### config.mk
export PLATFORM = sky130hd
export DESIGN_NAME = parking_lot_controller
export DESIGN_NICKNAME = d
export VERILOG_FILES = /design/src/rtl/parking_pkg.sv /design/src/rtl/exit_parking_lot.sv /design/src/rtl/free_space_finder.sv /design/src/rtl/parking_lot_controller.sv
export SDC_FILE = /design/constraint.sdc
export NUM_CORES = 1
export LEC_CHECK = 0
export CORE_MARGIN = 1.5
export CORE_UTILIZATION = 55
export CTS_CLUSTER_SIZE = 24
export DETAILED_ROUTE_END_ITERATION = 10
export DONT_BUFFER_PORTS = 1
export GPL_TIMING_DRIVEN = 1
export PLACE_DENSITY = 0.73
export SYNTH_ARGS = -nofsm -noshare
export SYNTH_HDL_FRONTEND = slang
export SYNTH_SLANG_ARGS = --single-unit
export TNS_END_PERCENT = 50
### constraint.sdc
create_clock -name clk -period 3.75 [get_ports clk]
set_clock_uncertainty 0.1 [all_clocks]
set_input_delay 0.375 -clock clk [delete_from_list [all_inputs] [get_ports clk]]
set_output_delay 0.375 -clock clk [all_outputs]
set_load 0.005 [all_outputs]
### src/rtl/parking_pkg.sv
// -----------------------------------------------------------------------------
// parking_pkg
// Shared constants and the controller state encoding for the 8-space parking
// lot. Imported by every file of the parking lot controller.
// -----------------------------------------------------------------------------
package parking_pkg;

    localparam int unsigned NUM_SPACES = 8;
    localparam int unsigned SPACE_W    = 3;
    localparam int unsigned COUNT_W    = 4;

    typedef enum logic [2:0] {
        IDLE        = 3'd0,
        ENTRY_GRANT = 3'd1,
        EXIT_GRANT  = 3'd2,
        GATE_HOLD   = 3'd3,
        RELEASE     = 3'd4
    } state_t;

endpackage : parking_pkg

### src/rtl/exit_parking_lot.sv
// -----------------------------------------------------------------------------
// exit_parking_lot
// 3-to-8 active-low decoder. The output has a single 0 at the position
// selected by the input, so it can be ANDed into the occupancy register to
// clear one space.
//
// Ports:
//   exit_number_i  in  3  space index to decode
//   clear_n_o      out 8  active-low one-hot mask (bit exit_number_i is 0)
// -----------------------------------------------------------------------------
module exit_parking_lot
    import parking_pkg::*;
(
    input  logic [SPACE_W-1:0]    exit_number_i,
    output logic [NUM_SPACES-1:0] clear_n_o
);

    always_comb begin
        clear_n_o = '1;
        clear_n_o[exit_number_i] = 1'b0;
    end

endmodule : exit_parking_lot

### src/rtl/free_space_finder.sv
// -----------------------------------------------------------------------------
// free_space_finder
// Combinational priority encoder returning the lowest-numbered free space.
//
// Ports:
//   occupancy_i   in  8  bit i=1 means space i is occupied
//   idx_o         out 3  index of the lowest 0 bit (0 when none free)
//   none_free_o   out 1  all spaces occupied
// -----------------------------------------------------------------------------
module free_space_finder
    import parking_pkg::*;
(
    input  logic [NUM_SPACES-1:0] occupancy_i,
    output logic [SPACE_W-1:0]    idx_o,
    output logic                  none_free_o
);

    always_comb begin
        idx_o       = '0;
        none_free_o = &occupancy_i;
        // Scan from the top down so the last hit is the lowest free index.
        for (int i = NUM_SPACES - 1; i >= 0; i--) begin
            if (!occupancy_i[i]) begin
                idx_o = SPACE_W'(i);
            end
        end
    end

endmodule : free_space_finder

### src/rtl/parking_lot_controller.sv
// -----------------------------------------------------------------------------
// parking_lot_controller
// Serialises entry and exit requests through the single gate, owns the
// occupancy register, allocates the lowest free space on entry and clears the
// vacated space on exit, and times the gate opening.
//
// Parameters:
//   GATE_CYCLES  cycles gate_open stays high after a successful grant (1..255)
//
// Ports:
//   clk           in  1  system clock, rising edge
//   reset_n       in  1  asynchronous active-low reset
//   entry_req     in  1  level entry request, held until entry_ack
//   exit_req      in  1  level exit request, held until exit_ack
//   exit_number   in  3  space being vacated, stable while exit_req=1
//   entry_ack     out 1  one-cycle entry grant
//   entry_number  out 3  allocated space while entry_ack=1, else 0
//   exit_ack      out 1  one-cycle exit grant (also on error)
//   exit_err      out 1  with exit_ack when the space was already free
//   occupancy     out 8  bit i=1 means space i occupied
//   free_count    out 4  number of free spaces
//   full          out 1  all spaces occupied
//   empty         out 1  no space occupied
//   gate_open     out 1  gate actuator
//   busy          out 1  controller not in IDLE
// -----------------------------------------------------------------------------
module parking_lot_controller
    import parking_pkg::*;
#(
    parameter int unsigned GATE_CYCLES = 4
) (
    input  logic                  clk,
    input  logic                  reset_n,
    input  logic                  entry_req,
    input  logic                  exit_req,
    input  logic [SPACE_W-1:0]    exit_number,
    output logic                  entry_ack,
    output logic [SPACE_W-1:0]    entry_number,
    output logic                  exit_ack,
    output logic                  exit_err,
    output logic [NUM_SPACES-1:0] occupancy,
    output logic [COUNT_W-1:0]    free_count,
    output logic                  full,
    output logic                  empty,
    output logic                  gate_open,
    output logic                  busy
);

    localparam logic [7:0] TIMER_LOAD = 8'(GATE_CYCLES - 1);

    state_t                  state_q;
    logic [NUM_SPACES-1:0]   occ_q;
    logic [NUM_SPACES-1:0]   occ_d;
    logic [7:0]              timer_q;
    logic [SPACE_W-1:0]      exit_idx_q;
    logic                    entry_ack_q;
    logic [SPACE_W-1:0]      entry_num_q;
    logic                    exit_ack_q;
    logic                    exit_err_q;
    logic                    gate_q;

    logic [SPACE_W-1:0]      free_idx;
    logic                    none_free;
    logic [NUM_SPACES-1:0]   clear_n;
    logic [COUNT_W-1:0]      free_cnt;

    free_space_finder u_finder (
        .occupancy_i (occ_q),
        .idx_o       (free_idx),
        .none_free_o (none_free)
    );

    // The exit index is latched at grant time so the decoder never sees
    // exit_number once the requester may have released it.
    exit_parking_lot u_exit_dec (
        .exit_number_i (exit_idx_q),
        .clear_n_o     (clear_n)
    );

    // Next occupancy: set the granted space at the close of ENTRY_GRANT, clear
    // the vacated space at the close of a valid EXIT_GRANT.
    always_comb begin
        occ_d = occ_q;
        if (state_q == ENTRY_GRANT) begin
            occ_d = occ_q | (NUM_SPACES'(1) << entry_num_q);
        end else if (state_q == EXIT_GRANT && !exit_err_q) begin
            occ_d = occ_q & clear_n;
        end
    end

    always_ff @(posedge clk or negedge reset_n) begin
        if (!reset_n) begin
            state_q     <= IDLE;
            occ_q       <= '0;
            timer_q     <= '0;
            exit_idx_q  <= '0;
            entry_ack_q <= 1'b0;
            entry_num_q <= '0;
            exit_ack_q  <= 1'b0;
            exit_err_q  <= 1'b0;
            gate_q      <= 1'b0;
        end else begin
            // Grant outputs are single-cycle pulses; default them low.
            entry_ack_q <= 1'b0;
            entry_num_q <= '0;
            exit_ack_q  <= 1'b0;
            exit_err_q  <= 1'b0;
            occ_q       <= occ_d;

            unique case (state_q)
                IDLE: begin
                    // Exit wins ties because it frees a space.
                    if (exit_req) begin
                        state_q    <= EXIT_GRANT;
                        exit_ack_q <= 1'b1;
                        exit_idx_q <= exit_number;
                        exit_err_q <= ~occ_q[exit_number];
                    end else if (entry_req && !none_free) begin
                        state_q     <= ENTRY_GRANT;
                        entry_ack_q <= 1'b1;
                        entry_num_q <= free_idx;
                    end
                end
                ENTRY_GRANT: begin
                    timer_q <= TIMER_LOAD;
                    gate_q  <= 1'b1;
                    state_q <= GATE_HOLD;
                end
                EXIT_GRANT: begin
                    if (exit_err_q) begin
                        state_q <= RELEASE;
                    end else begin
                        timer_q <= TIMER_LOAD;
                        gate_q  <= 1'b1;
                        state_q <= GATE_HOLD;
                    end
                end
                GATE_HOLD: begin
                    if (timer_q == '0) begin
                        gate_q  <= 1'b0;
                        state_q <= RELEASE;
                    end else begin
                        timer_q <= timer_q - 8'd1;
                    end
                end
                RELEASE: begin
                    // One dead cycle so a requester dropping req right after
                    // its ack cannot be granted twice.
                    state_q <= IDLE;
                end
                default: begin
                    gate_q  <= 1'b0;
                    state_q <= IDLE;
                end
            endcase
        end
    end

    always_comb begin
        free_cnt = '0;
        for (int i = 0; i < NUM_SPACES; i++) begin
            free_cnt = free_cnt + COUNT_W'(~occ_q[i]);
        end
    end

    assign entry_ack    = entry_ack_q;
    assign entry_number = entry_num_q;
    assign exit_ack     = exit_ack_q;
    assign exit_err     = exit_err_q;
    assign occupancy    = occ_q;
    assign free_count   = free_cnt;
    assign full         = (occ_q == '1);
    assign empty        = (occ_q == '0);
    assign gate_open    = gate_q;
    assign busy         = (state_q != IDLE);

endmodule : parking_lot_controller
==> metrics, run 1 <==
post-synthesis adder-cell area fraction=0.0952; Setup TNS Final=0 ns; max-slew violations=0; crit path from=occupancy[0]$_DFFE_PN0P_; hold-fix buffers at CTS=2; Layout Nets=196; Post-CTS Resized=0; Gate Count Post-Synth=172; Synth Flop Type=dfrtp_1; area of the multi-input gates=930 um^2; unrepaired setup endpoints after global routing=false; slowest stage delay, CP=0.56 ns; status=finished, final reports clean; R2R Path Start=timer_q[0]$_DFFE_PN0P_; Critical Path RT=3.27 ns; ANT cells=0; Fin. Hold Viols=0; detailed placement HPWL=roughly 2700 um; clock root buffer=clkbuf_4; reg-to-reg slack, setup=~1.7 ns; initial core utilization=0.577; crit path capture type=primary output; CP arrival=3.13 ns; final clock period utilization by the worst path=0.960; I/O pin count=29; vias in the first global route=between 1000 and 1500; GP Congestion=0.823; Critical-path top delay cell=fa_1; simple-gate portion of the synthesized area=0.217; Max Cap Viol=0; Routed WL=approximately 3700 um; Core Area=3050 um^2; vias per cell=~5.9; xor/xnor share of the synthesized area=0.0249; Residual DRC=0; Synth area leaders=dfrtp_1, ha_1, inv_1, fa_1, mux4_2; initial antenna violation count=0; placed cell count=212; Max Clk Rate=between 200 and 300 MHz; Top cell by count, worst path=fa_1; register area=between 700 and 800 um^2; Warnings, synthesis=0; Final Setup Violations=0; drt pass-1 iters=4; layout cell share with drive strength beyond 1=0.123; global-route wire length before repair=5950 um; initial DRC count=51; Max rail drop VDD=a little over 0.3 mV; crit path cell chain=fa_1 > inv_1 > fa_1 > fa_1 > ha_1 > inv_1 > fa_1 > xnor2_1; die area=roughly 3600 um^2; die height=59.6 um; GR Util All Layers=0.228; Clock transition at path regs=approximately 0.090 ns; postcts setup bufs=0; Slew @ Worst Pin=0.630 ns; I/O Buffers=0; Worst Path Max Fanout=7; Tightest Hold Check Type=in2reg; LEAKAGE=between 0.8 and 0.9 nW; ys async rst share=1.00; worst-case clock buffer depth=2; CTS tree=yes; critical path class=reg2out; wire per inst=between 15 and 20 um; Clock Latency Late Sink=0.33 ns; Cell Area, Synth=1760 um^2; Post-synth EDFFs=0; final design utilization=0.623; Startpoint Class=flop; vias post-DR=1314; ANT nets after route=0; post-route insts no fill=223; area share of the largest cell type after synthesis=0.412; htree depth=2; CTS Sinks=29; #FFs+latches synth=29; sequential-to-total area share from yosys stat=0.412; PwrDens=about 630 nW/um^2; compound-cell area share of the yosys netlist=0.136; row count=20; CP top delay family=adder cells; Rel. slew slack=0.579; FILL cells=267; Die X=between 50 and 60 um; crit path time final=approximately 3.6 ns; area leader, netlist=dfrtp_1; Avg Inst Size Synth=a little over 10 um^2; CTS buffer count=5; CP Buf/Inv Count=2; largest net degree at the start of global routing=30; mux share of post-synthesis cell area=0.0554; Netlist cell types=46; Synth Net Count=190; area added between synthesis and finish=8.03%; main combinational cell family by area after synthesis=simple AND/OR/NAND/NOR gates; GRT Residual Overflow=0; hold_sp=exit_number[0]; Min Hold Slack=0.0939 ns
==> cell type report <==
| class | instances | share of cell area |
|---|---|---|
| sequential | 29 | 0.381 |
| tap | 44 | 0.0289 |
| multi-input combinational | 117 | 0.488 |
| clock buffer | 7 | 0.0342 |
| clock inverter | 1 | 0.00263 |
| timing repair buffer | 3 | 0.0210 |
| inverter | 22 | 0.0434 |
==> Yosys cell counts, types with 2 or more instances <==
master	count
xnor2_1	5
a31oi_1	6
o21ai_0	6
inv_1	22
and4_1	2
and2_1	2
nor3_1	7
nor2b_1	4
mux4_2	2
a21oi_1	4
mux2_2	2
nand2_1	8
clkbuf_1	2
ha_1	7
nand3_1	4
or3_1	3
nand2b_1	4
o31ai_1	4
nand3b_1	2
a32o_1	2
dfrtp_1	29
nor2_1	12
fa_1	4
nor3b_1	3
mux2i_1	3
o21bai_1	3
==> metal layers <==
| layer | wire [um] | share of wire | track usage | up-vias |
|---|---|---|---|---|
| li1 | - | - | - | 622 |
| met3 | 248 | 0.067 | 0.0808 | 11 |
| met1 | 1490 | 0.40 | 0.284 | 639 |
| met4 | 80 | 0.022 | 0.0794 | 0 |
| met5 | 0 | 0 | 0 | - |
| met2 | 1860 | 0.51 | 0.367 | 42 |
==> worst register-to-register path: stages, from the launching register on <==
cell and delay, ns:
dfrtp_1 0.42, inv_1 0.13, ha_1 0.17, nor3b_2 0.41
nand2_1 0.24, nor4b_1 0.35, nor3_1 0.08
==> final timing paths <==
check,depth (start not counted),end
min in group asynchronous,2,state_q[0]$_DFFE_PN0P_
max in group asynchronous,2,exit_idx_q[0]$_DFFE_PN0P_
setup reg to reg,6,timer_q[1]$_DFFE_PN0P_
hold reg to reg,1,exit_idx_q[0]$_DFFE_PN0P_
setup / recovery,8,free_count[2]
hold / removal,1,exit_idx_q[0]$_DFFE_PN0P_
==> flip-flops by register name, summed over array words and instances, names as in the netlist <==
register	count
entry_number	3
entry_ack	1
timer_q	8
exit_err	1
occupancy	8
exit_idx_q	3
exit_ack	1
gate_open	1
state_q	3
==> layout by cell type, fill, tap and decap left out, types with 3 or more instances in the layout <==
master    instances
nor2b_1           4
nand3_1           4
dfrtp_1          29
o21bai_1          3
clkbuf_4          5
xnor2_1           5
a21oi_1           4
nor3_1            7
o31ai_1           4
nand2_1           8
ha_1              7
nor3b_1           3
or3_1             3
inv_1            22
nand2b_1          4
o21ai_0           6
mux2i_1           3
a31oi_1           6
nor2_1           12
fa_1              4
==> through the flow <==
stage / setup slack [ns] / power [mW] / area [um^2]
global route: 0.00695 / 1.32 / 1900
CTS: 0.129 / 1.22 / 1890
detailed placement: 0.485 / 0.983 / 1790
global placement: 0.543 / 0.956 / 1790
finish: 0.149 / 1.20 / 1900
floorplan: 0.596 / 0.894 / 1760
==> power by group <==
part           internal [mW]  leakage, nW  switching (mW)
logic                  0.222        0.390           0.246
registers              0.390        0.372           0.126
clock network          0.109       0.0413           0.112
total                  0.721        0.803           0.484
==> kinds of logic (layout without fill, tap and decap cells) <==
family,Yosys count,after routing
buf+inv,26,33
fa+ha+maj,11,11
mux,7,7
simple gates,62,62
xor+xnor,5,5
flops,29,29
compound gates,32,32
Note: power is estimated with default switching activity, not from simulation.
==> run 2, diff against run 1 <==
- CORE_MARGIN: 1.5 -> 3
==> run 2 against run 1 <==
Count of clock-buffer cells in the layout is the same. Die area rose by 10%. Sequential share of layout area is 0.48 points higher. Worst setup slack got worse by 0.010 ns. Fmax fell by 0.29%. Sequential power up 1%. Total power about the same. Combinational power up 2%. Largest cell class unchanged. Clock power decreased by 8%.
==> metrics, run 2 (synthesis gave the netlist of run 1 again) <==
logic gate share of total power=0.397 (+0.009); Max Clk Rate=277 MHz (-0.29%); reg-to-reg slack, setup=1.73 ns (about the same); Clock Latency Late Sink=0.35 ns (+0.02 ns); Slew @ Worst Pin=0.528 ns (-0.102 ns); Routed WL=3860 um (+4.8%); most common cell after layout, fill and taps aside=dfrtp_1; crit path time final=3.61 ns (+0.0104 ns); switching pwr=0.500 mW (+3.4%); Switching Fraction=0.416 (+0.0138); GR Util All Layers=0.216 (-0.0122); Rel. slew slack=0.647 (+0.0681); GP Congestion=0.878 (+6.6%); Residual DRC=0 (unchanged); global-route wire length before repair=6560 um (+10%); GRT Residual Overflow=0 (unchanged); Fin. Hold Viols=0 (unchanged); max-slew violations=0 (unchanged); critical path class=reg2out; area added between synthesis and finish=7.24%; met3 usage=0.0522 (-0.0286); R2R Path Start=timer_q[0]$_DFFE_PN0P_; Die X=62.6 um (+5.0%); crit path capture type=primary output; placed cell areas=1790 um^2 (-0.14%); final clock period utilization by the worst path=0.963 (+0.00278); post-route insts no fill=220 (-1.3%); layout cell share with drive strength beyond 1=0.129 (+0.00631); CP endpoint=free_count[2]; vias per cell=6.10 (+3.5%); GR Layer Usage met2=0.346 (-0.0211); Tightest Hold Check Type=in2reg; I/O pin count=29 (unchanged); die area=3920 um^2 (+10%); sequential share of power=0.434 (+0.005); initial DRC count=139 (+170%); met1 Use GR=0.268 (-0.0163); row count=19 (-5.0%); CTS buffer count=5 (unchanged); ANT nets after route=0 (unchanged); drt pass-1 iters=4 (unchanged); Core Area=2900 um^2 (-5.0%); htree depth=2 (unchanged); final design utilization=0.651 (+0.0281); worst-case clock buffer depth=2 (unchanged); wire per inst=17.5 um (+6.2%); CTS tree=yes; die height=62.6 um (+5.0%); Worst Path Max Fanout=7 (unchanged); Final Setup Violations=0 (unchanged); Max Cap Viol=0 (unchanged); largest net degree at the start of global routing=30 (unchanged); ANT cells=0 (unchanged); vias post-DR=1342 (+2.1%); Critical Path RT=3.27 ns (about the same); Startpoint Class=flop; Finished Cell Area=1890 um^2 (-0.72%); postcts setup bufs=0 (unchanged); Min Hold Slack=0.0726 ns (-0.0213 ns); LEAKAGE=0.789 nW (-1.7%); initial antenna violation count=0 (unchanged); placed cell count=210 (-0.94%); most frequent cells in the layout=dfrtp_1, inv_1, nor2_1; Max rail drop VDD=0.317 mV (+2.1%); R2R depth=6 (unchanged); crit path from=occupancy[0]$_DFFE_PN0P_; clock root buffer=clkbuf_4; GR peak layer=met2; hold_sp=exit_number[1]; detailed placement HPWL=2800 um (+3.1%); RR Endpoint=timer_q[1]$_DFFE_PN0P_; CP arrival=3.14 ns (about the same); initial core utilization=0.607 (+0.0304); Setup TNS Final=0 ns (unchanged); Int Pwr=0.704 mW (-2.4%); Clock transition at path regs=0.09 ns (about the same); Layout Nets=196 (unchanged); I/O Buffers=0 (unchanged); status=finished, final reports clean; Clk pwr share=0.168 (-0.015); unrepaired setup endpoints after global routing=false; CTS Sinks=29 (unchanged); PwrDens=637 nW/um^2 (+0.68%); vias in the first global route=1357 (+4.9%)
## run 2: area by class of cell
class	instances	area, um^2
flip-flops and latches	29	729
inverters	22	82.6
clock buffers	7	55.1
fillers	256	1010
repair buffers	3	40.0
multi-input cells	117	930
well taps	42	52.6
## run 2: power groups by stage
stage | sequential [mW] | combinational, mW | clock [mW]
after floorplan | 0.467 | 0.427 | 0
after global placement | 0.516 | 0.442 | 0
after detailed placement | 0.526 | 0.467 | 0
after CTS | 0.518 | 0.480 | 0.204
after global routing | 0.535 | 0.542 | 0.225
final | 0.523 | 0.479 | 0.203
## run 2: how the worst min path moves through the flow
stage	end	slack [ns]	cells past startpoint
3_3_place_gp	timer_q[2]$_DFFE_PN0P_	-0.02	0
6_report	exit_idx_q[1]$_DFFE_PN0P_	0.07	1
4_1_cts	entry_ack$_DFF_PN0_	0.004	1
5_1_grt	exit_idx_q[0]$_DFFE_PN0P_	0.06	1
3_5_place_dp	timer_q[2]$_DFFE_PN0P_	-0.02	0
2_1_floorplan	entry_ack$_DFF_PN0_	-0.02	0
## run 2: per-layer routing
layer	wire, um	vias to the layer above
met1	1510	657
met4	91	0
met2	1920	60
li1	-	618
met5	0	-
met3	333	7
## run 2: per-stage QoR
stage	setup slack [ns]	power, mW
finish	0.139	1.20
global placement	0.508	0.958
detailed placement	0.453	0.993
floorplan	0.596	0.894
CTS	0.0938	1.20
global route	0.00641	1.30
## run 2: critical path, cell delays in order, from the launching register on
cell and delay, ns:
dfrtp_2 0.47, fa_1 0.54, inv_1 0.05, fa_1 0.45
fa_1 0.50, ha_1 0.16, inv_1 0.05, fa_1 0.37
xnor2_1 0.19
## run 2: what timing repair did
item | 4_1_cts | 5_1_grt
setup endpoints to repair | 0 | 1
hold buffers | 2 | 1
hold endpoints to repair | 29 | 1
resized for setup | 0 | 3
